===== config.mk =====
export PLATFORM = sky130hd
export DESIGN_NAME = fetch_stage
export DESIGN_NICKNAME = d
export VERILOG_FILES = /design/src/rtl/fetch_pkg.sv /design/src/rtl/flipflop.sv /design/src/rtl/fetch_stage.sv
export SDC_FILE = /design/constraint.sdc
export NUM_CORES = 1
export LEC_CHECK = 0
export ABC_AREA = 1
export CAP_MARGIN = 20
export CORE_MARGIN = 2
export CORE_UTILIZATION = 58
export CTS_BUF_LIST = sky130_fd_sc_hd__clkbuf_4
export DETAILED_ROUTE_END_ITERATION = 8
export PLACE_DENSITY = 0.88
export SETUP_SLACK_MARGIN = 0.4
export SLEW_MARGIN = 25
export SYNTH_ARGS = -nofsm -noshare
export SYNTH_HDL_FRONTEND = slang
export SYNTH_SLANG_ARGS = --single-unit

===== constraint.sdc =====
create_clock -name clk -period 18.1 [get_ports clk]
set_input_delay 4.525 -clock clk [delete_from_list [all_inputs] [get_ports clk]]
set_output_delay 4.525 -clock clk [all_outputs]
set_load 0.05 [all_outputs]

===== src/rtl/fetch_pkg.sv =====
// Shared defaults and the {instr, pc} entry carried through the fetch buffer.
package fetch_pkg;

  localparam int          DEF_ADDR_WIDTH  = 32;
  localparam int          DEF_INSTR_WIDTH = 32;
  localparam logic [31:0] DEF_RESET_PC    = 32'h0000_0000;
  localparam int          DEF_PC_STEP     = 4;

  typedef struct packed {
    logic [DEF_INSTR_WIDTH-1:0] instr;
    logic [DEF_ADDR_WIDTH-1:0]  pc;
  } fetch_entry_t;

endpackage


===== src/rtl/flipflop.sv =====
// Enabled register, no internal reset; the owner drives the reset value through d.
// Latency 1 cycle; loads d on any enabled rising edge.
module flipflop #(
  parameter int WIDTH = 32
) (
  input  logic             clk,
  input  logic             en,
  input  logic [WIDTH-1:0] d,
  output logic [WIDTH-1:0] q
);

  always_ff @(posedge clk) begin
    if (en) q <= d;
  end

endmodule


===== src/rtl/fetch_stage.sv =====
// Sequential instruction fetch into a 2-entry {instr, pc} buffer; issue to out_valid is 2 cycles.
// Backpressure: issue stalls while buffered plus in-flight entries would exceed 2; redirect/reset flush.
module fetch_stage
  import fetch_pkg::*;
#(
  parameter int                    ADDR_WIDTH  = DEF_ADDR_WIDTH,
  parameter int                    INSTR_WIDTH = DEF_INSTR_WIDTH,
  parameter logic [ADDR_WIDTH-1:0] RESET_PC    = ADDR_WIDTH'(DEF_RESET_PC),
  parameter int                    PC_STEP     = DEF_PC_STEP
) (
  input  logic                   clk,
  input  logic                   reset,
  input  logic                   redirect,
  input  logic [ADDR_WIDTH-1:0]  redirect_pc,
  output logic                   imem_en,
  output logic [ADDR_WIDTH-1:0]  imem_addr,
  input  logic [INSTR_WIDTH-1:0] imem_rdata,
  output logic                   out_valid,
  input  logic                   out_ready,
  output logic [INSTR_WIDTH-1:0] out_instr,
  output logic [ADDR_WIDTH-1:0]  out_pc
);

  logic [ADDR_WIDTH-1:0] pc;
  logic [ADDR_WIDTH-1:0] pc_next;
  logic                  issue;
  logic                  fire;
  logic                  flush;
  logic                  infl;
  logic [ADDR_WIDTH-1:0] infl_pc;
  logic                  wr;
  logic [1:0]            count;
  logic [1:0]            slot;
  logic [2:0]            occupancy;
  fetch_entry_t          fifo_q [2];

  assign flush     = reset | redirect;
  assign fire      = out_valid & out_ready;
  // fire implies count >= 1, so this never underflows.
  assign occupancy = {1'b0, count} + {2'b00, infl} - {2'b00, fire};
  assign issue     = (occupancy < 3'd2) & ~flush;

  assign pc_next = reset    ? RESET_PC :
                   redirect ? redirect_pc :
                              pc + ADDR_WIDTH'(PC_STEP);

  flipflop #(.WIDTH(ADDR_WIDTH)) u_pc (
    .clk (clk),
    .en  (reset | redirect | issue),
    .d   (pc_next),
    .q   (pc)
  );

  assign imem_en   = issue;
  assign imem_addr = pc;

  // A response returning during a flush belongs to the old path and is dropped.
  assign wr   = infl & ~flush;
  assign slot = count - {1'b0, fire};

  always_ff @(posedge clk) begin
    if (reset) infl <= 1'b0;
    else       infl <= issue;
    if (issue) infl_pc <= pc;
  end

  always_ff @(posedge clk) begin
    if (flush) count <= 2'd0;
    else       count <= count + {1'b0, wr} - {1'b0, fire};
  end

  always_ff @(posedge clk) begin
    if (fire) fifo_q[0] <= fifo_q[1];
    if (wr)   fifo_q[slot[0]] <= '{instr: imem_rdata, pc: infl_pc};
  end

  assign out_valid = (count != 2'd0) & ~reset;
  assign out_instr = fifo_q[0].instr;
  assign out_pc    = fifo_q[0].pc;

endmodule


==> results of run 1 <==
## synth_stat cells
cell	n	area, sq um
nor2_1	69	259
inv_2	1	3.75
buf_1	1	3.75
nand2_1	131	492
xor2_1	4	35.0
ha_1	4	50.1
buf_6	6	67.6
buf_2	3	15.0
mux2_4	49	736
edfxtp_1	192	5770
nand3_1	29	145
o21bai_1	1	7.51
clkinv_4	1	8.76
clkbuf_1	6	22.5
nand2_4	1	11.3
xnor2_1	4	35.0
a21oi_1	9	45.0
inv_1	54	203
nor2_4	1	11.3
o21ai_0	22	110
dfxtp_1	3	60.1
mux2_2	15	169
fa_1	1	20.0
nor3_1	1	5.00
and2_1	2	12.5
or2_2	3	18.8
## through the flow
| step | cell area [sq um] | instances | hold WS (ns) | worst slack [ns] |
|---|---|---|---|---|
| after floorplan | 8310 | 613 | 0.422 | 4.95 |
| after global placement | 10100 | 945 | 0.432 | 5.12 |
| after detailed placement | 10100 | 945 | 0.434 | 5.01 |
| after CTS | 10400 | 977 | 0.462 | 5.00 |
| after global routing | 10400 | 977 | 0.473 | 4.80 |
| final | 10400 | 977 | 0.461 | 5.04 |
## report_power, final
part           switching [mW]  leakage, nW  internal [mW]
sequential             0.0146         1.86          0.511
combinational          0.0621         1.95         0.0398
clock                   0.147        0.122         0.0575
total                   0.224         3.93          0.609
## worst max-delay path by stage
stage / startpoint / endpoint / slack (ns) / cells past startpoint
after floorplan: reset / imem_en / 4.95 / 10
after global placement: reset / imem_en / 5.12 / 11
after detailed placement: reset / imem_en / 5.01 / 11
after CTS: reset / imem_en / 5.00 / 11
after global routing: reset / imem_en / 4.80 / 11
final: reset / imem_en / 5.04 / 11
## area by class of cell
class,count,area [sq um]
clock buffers,18,135
fillers,890,3560
multi-input cells,346,2190
well taps,180,225
repair buffers,168,1670
flip-flops and latches,195,5830
inverters,56,215
clock inverters,14,109
## state kept, by name, summed over array words and instances, names as in the netlist
register,count
count,2
fifo_q,128
infl,1
infl_pc,32
u_pc.q,32
## critical path, delay by kind of cell
kind                       cells  cell delay, ns
AOI/OAI and AO/OA              2            0.30
and+or+nand+nor                4            1.19
adders and majority gates      2            0.81
buffers and inverters          3            1.70
## per-layer routing
layer	track usage, %	vias up	share of wire, %
met3	6.96	19	10
li1	-	2460	-
met2	35.4	258	46
met1	30.8	2459	43
met5	0	-	0
met4	6.75	0	1.2
## cell families after synthesis
group | count (synthesis) | synth area share (%)
buf+inv | 72 | 3.90
xor+xnor | 8 | 0.843
mux | 64 | 10.9
fa+ha+maj | 5 | 0.843
flops | 195 | 70.1
simple gates | 237 | 11.5
compound gates | 32 | 1.96
==> results.cfg, run 1 <==
[route]
drt_iter0_markers = 447
drtPass1Iterations = 5
ant_nets = 0
drc = 0
wl_per_cell_microns = 17.3
avgViaCountPerCell = 5.32
wirelength_microns = 16900
vias = 5196

[layout]
final_common_cell = edfxtp_1
final_core_util_pct = 74.5
final_cell_mix = edfxtp_1, clkdlybuf4s50_1, nand2_1
syn2layout_area_growth_pct = 24.9
antennaDiodeCount = 0
fin_nets = 857
drive_gt1_share_pct = 13.7

[cts]
clock_sinks = 195
cts.path.max_buffers = 2
clk_latency_ns = 0.57
cts-resized-gates = 0
cts_hold_buf = 0
cts_root_buffer = clkbuf_4
cts_tree = yes
cts_setup_buffers = 0
cts_htree_levels = 4
numCtsBuffers = 17
cts.clk_slew.worst_paths_ns = 0.14

[sta]
setup_viol = 0
hold_viol = 0
relSlewSlack_pct = 34.6
worst_slew_pin_slew_ns = 0.979
fin_crit_ns = 13.06
period_share_pct = 72.1
fin_setup_tns_ns = 0
skew_ns = 0.0276
rsz0062_at_grt = no
slew_violations = 0
max_freq_mhz = 76.6

[global_route]
grt-ovfl-total = 0
grt_pass1_vias = 5047
grt_pass1_wl_microns = 25500
antenna_found_initial = 0
grt_use_total_pct = 22.6
grt_max_degree = 66

[setup_path]
critical_path.max_stage_delay_ns = 0.96
critPathKind = input port to primary output
cp.required_ns = 13.57
crit_path_start_kind = input port
r2r_end = infl_pc[25]$_DFFE_PP_
r2r_start = count[1]$_SDFF_PP0_
end_kind = primary output
cp_cell_sequence = clkdlybuf4s50_1, nor2_1, nand2_1, inv_1, ha_1, nor2_1, fa_1, a21oi_1, o21ai_0, nor2_4, clkdlybuf4s50_1
reg2regPathDepth = 10
crit_path_top_delay_cell = clkdlybuf4s50_1
r2r_slack_ns = 14.95
arrival_ns = 8.53
crit_fanout = 33

[floorplan]
core_area_sq_mm = 0.0139
io_pins = 166
die-area_sq_mm = 0.0153
start_util_pct = 59.6
floorplan.rows = 43
die_h_microns = 124
die_w_microns = 124

[logic_synthesis]
synth_cells = 613
synth.distinct_cells = 26
ys_seq_area_share_pct = 70.1
syn-cell-area_sq_mm = 0.00831
yosysWarnings = 0
synth_fp_nets = 686
ys_seq_elements = 195
avgSynthCellArea_sq_um = 13.6

[pwr]
ir_drop_mv = 0.0415
p_leak_nw = 3.93
totalPowerFinal_mw = 0.833
pwr_density_cell_mw_per_mm2 = 80.2

[flow_run]
drv_cap = 0

[min_path]
min_path_cells = 0
min_delay_worst_endpoint = fifo_q[1][10]$_DFFE_PP_
worstHoldStart = infl_pc[10]$_DFFE_PP_
min_path_type = flip-flop to flip-flop

[placed_design]
gp_congestion = 0.918
port_buffers = 165
hpwl_microns = 11800

[outcome]
outcome = finished clean
Power figures use the tool's default switching activity.
==> inputs of run 2 (changes only) <==
- CORE_UTILIZATION: 58 -> 48
- PLACE_DENSITY: 0.88 -> 0.78
- clock period: 18.1 -> 11.9 ns (I/O delays scaled with it)
==> run 2 against run 1 <==
Setup slack lost 2.9 ns. Combinational power increased by 50%. Clock skew down 0.0073 ns. Cell count is 4.7% higher. Cell area rose by 1.3%. Sequential share of layout area fell by 0.71 points. Non-clock buffer count unchanged. Utilization decreased by 13 points. Critical path depth up 1. Clock-buffer cell count stayed put.
==> results.cfg, run 2 (synthesis results as in run 1) <==
[outcome]
outcome = finished clean

[layout]
reg.largest.list = fifo_q (128), infl_pc (32), u_pc.q (32)
drive_gt1_share_pct = 13.8
fillers = 1333
largest_reg_flops = 128
fin_nets = 857
largest_register = fifo_q
final_core_util_pct = 61.4
seq_area_sq_mm = 0.00583
multiInputGateArea_sq_mm = 0.00220
final_cell_mix = edfxtp_1, clkdlybuf4s50_1, nand2_1
final_common_cell = edfxtp_1
syn2layout_area_growth_pct = 26.4

[cts]
cts.path.max_buffers = 2
cts_tree = yes
cts_root_buffer = clkbuf_4
clk_latency_ns = 0.59
cts.clk_slew.worst_paths_ns = 0.15
clock_sinks = 195
cts_hold_buf = 0
cts-resized-gates = 0
numCtsBuffers = 17
cts_setup_buffers = 0
cts_htree_levels = 4

[setup_path]
critPathKind = input port to primary output
arrival_ns = 6.79
crit_path_start_kind = input port
r2r_end = u_pc.q[1]$_SDFFCE_PP0P_
end_kind = primary output
crit_fanout = 33
r2r_start = count[1]$_SDFF_PP0_
reg2regPathDepth = 10
r2r_slack_ns = 8.70
cp.required_ns = 8.93

[sta]
holdWs_ns = 0.460
rsz0062_at_grt = no
period_share_pct = 82.1
relSlewSlack_pct = 41.1
fin_setup_tns_ns = 0
worst_slew_pin_slew_ns = 0.883
fin_crit_ns = 9.77
slew_violations = 0
skew_ns = 0.0202
max_freq_mhz = 102
hold_viol = 0
setup_viol = 0

[pwr]
ir_drop_mv = 0.0588
power.share.switching_pct = 25.6
p_seq_share_pct = 60.1
clock_power_share_pct = 28.4
p_int_mw = 0.989
combPwrFrac_pct = 11.5
p_leak_nw = 3.97
pwr_density_cell_mw_per_mm2 = 127
p_sw_mw = 0.341

[global_route]
grt_use_total_pct = 18.5
grt-ovfl-total = 0
grt_max_degree = 66
antenna_found_initial = 1
grt_pass1_wl_microns = 25900
grt_pass1_vias = 5010

[floorplan]
die_w_microns = 136
core_area_sq_mm = 0.0171
die_h_microns = 136
floorplan.rows = 48
start_util_pct = 48.6
io_pins = 166
die-area_sq_mm = 0.0184

[route]
avgViaCountPerCell = 5.00
vias = 5112
wl_per_cell_microns = 16.2
drtPass1Iterations = 4
drc = 0
wirelength_microns = 16600
ant_nets = 0
drt_iter0_markers = 392

[min_path]
worstHoldStart = infl_pc[11]$_DFFE_PP_
min_path_cells = 0
min_delay_worst_endpoint = fifo_q[1][11]$_DFFE_PP_
min_path_type = flip-flop to flip-flop

[flow_run]
drv_cap = 0

[placed_design]
hpwl_microns = 11500
port_buffers = 165
gp_congestion = 0.928
[run 2: changes by cell type in the layout (fill, tap and decap cells not counted)]
| cell | previous run | this run |
|---|---|---|
| nand2_2 | 1 | 0 |
| bufinv_16 | 0 | 3 |
| clkinvlp_4 | 5 | 3 |
| clkinv_1 | 1 | 0 |
| clkinv_4 | 4 | 3 |
| nand2_4 | 1 | 2 |
| inv_8 | 2 | 1 |
| inv_6 | 1 | 3 |
| diode_2 | 0 | 1 |
[run 2: power groups by stage]
| stage | sequential [mW] | clock [mW] | combinational [mW] |
|---|---|---|---|
| final | 0.799 | 0.378 | 0.153 |
| after global routing | 0.803 | 0.410 | 0.163 |
| after CTS | 0.799 | 0.386 | 0.154 |
| after detailed placement | 0.815 | 0 | 0.153 |
| after global placement | 0.814 | 0 | 0.151 |
| after floorplan | 0.855 | 0 | 0.0436 |
[run 2: critical path: stages]
cell,delay [ns]
clkdlybuf4s50_1,0.72
nor2_1,0.14
nand2_1,0.14
inv_1,0.06
ha_1,0.40
nor2_1,0.18
fa_1,0.43
a21oi_1,0.11
o21ai_0,0.21
nor2_4,0.13
buf_4,0.40
clkdlybuf4s50_1,0.89
[run 2: final cells by class]
cell class	instances	area share, %
Sequential cell	195	55.4
Multi-Input combinational cell	346	20.9
Timing Repair Buffer	168	15.9
Tap cell	225	2.68
Inverter	56	2.05
Clock inverter	14	1.69
Clock buffer	18	1.29
Antenna cell	1	0.0238
[run 2: how the worst max path moves through the flow]
stage / from / to / slack [ns] / depth (start not counted)
2_1_floorplan: reset / imem_en / 1.85 / 10
3_3_place_gp: reset / imem_en / 2.28 / 12
3_5_place_dp: reset / imem_en / 2.13 / 12
4_1_cts: reset / imem_en / 2.13 / 12
5_1_grt: reset / imem_en / 1.81 / 12
6_report: reset / imem_en / 2.13 / 12
[run 2: per-stage QoR]
stage          instance area (sq um)  worst slack, ns  power (mW)  instances
2_1_floorplan                   8310             1.85       0.899        613
3_3_place_gp                   10200             2.28       0.965        990
3_5_place_dp                   10200             2.13       0.968        990
4_1_cts                        10500             2.13        1.34       1022
5_1_grt                        10500             1.81        1.38       1023
6_report                       10500             2.13        1.33       1023
[run 2: routing by layer]
layer  GRT usage (%)  vias up  wire, microns  share of wire [%]
met3            3.78       21           1120                6.8
li1                -     2461              -                  -
met5               0        -              0                  0
met2            29.6      203           7860                 47
met4            7.06        0            290                1.8
met1            25.1     2427           7280                 44
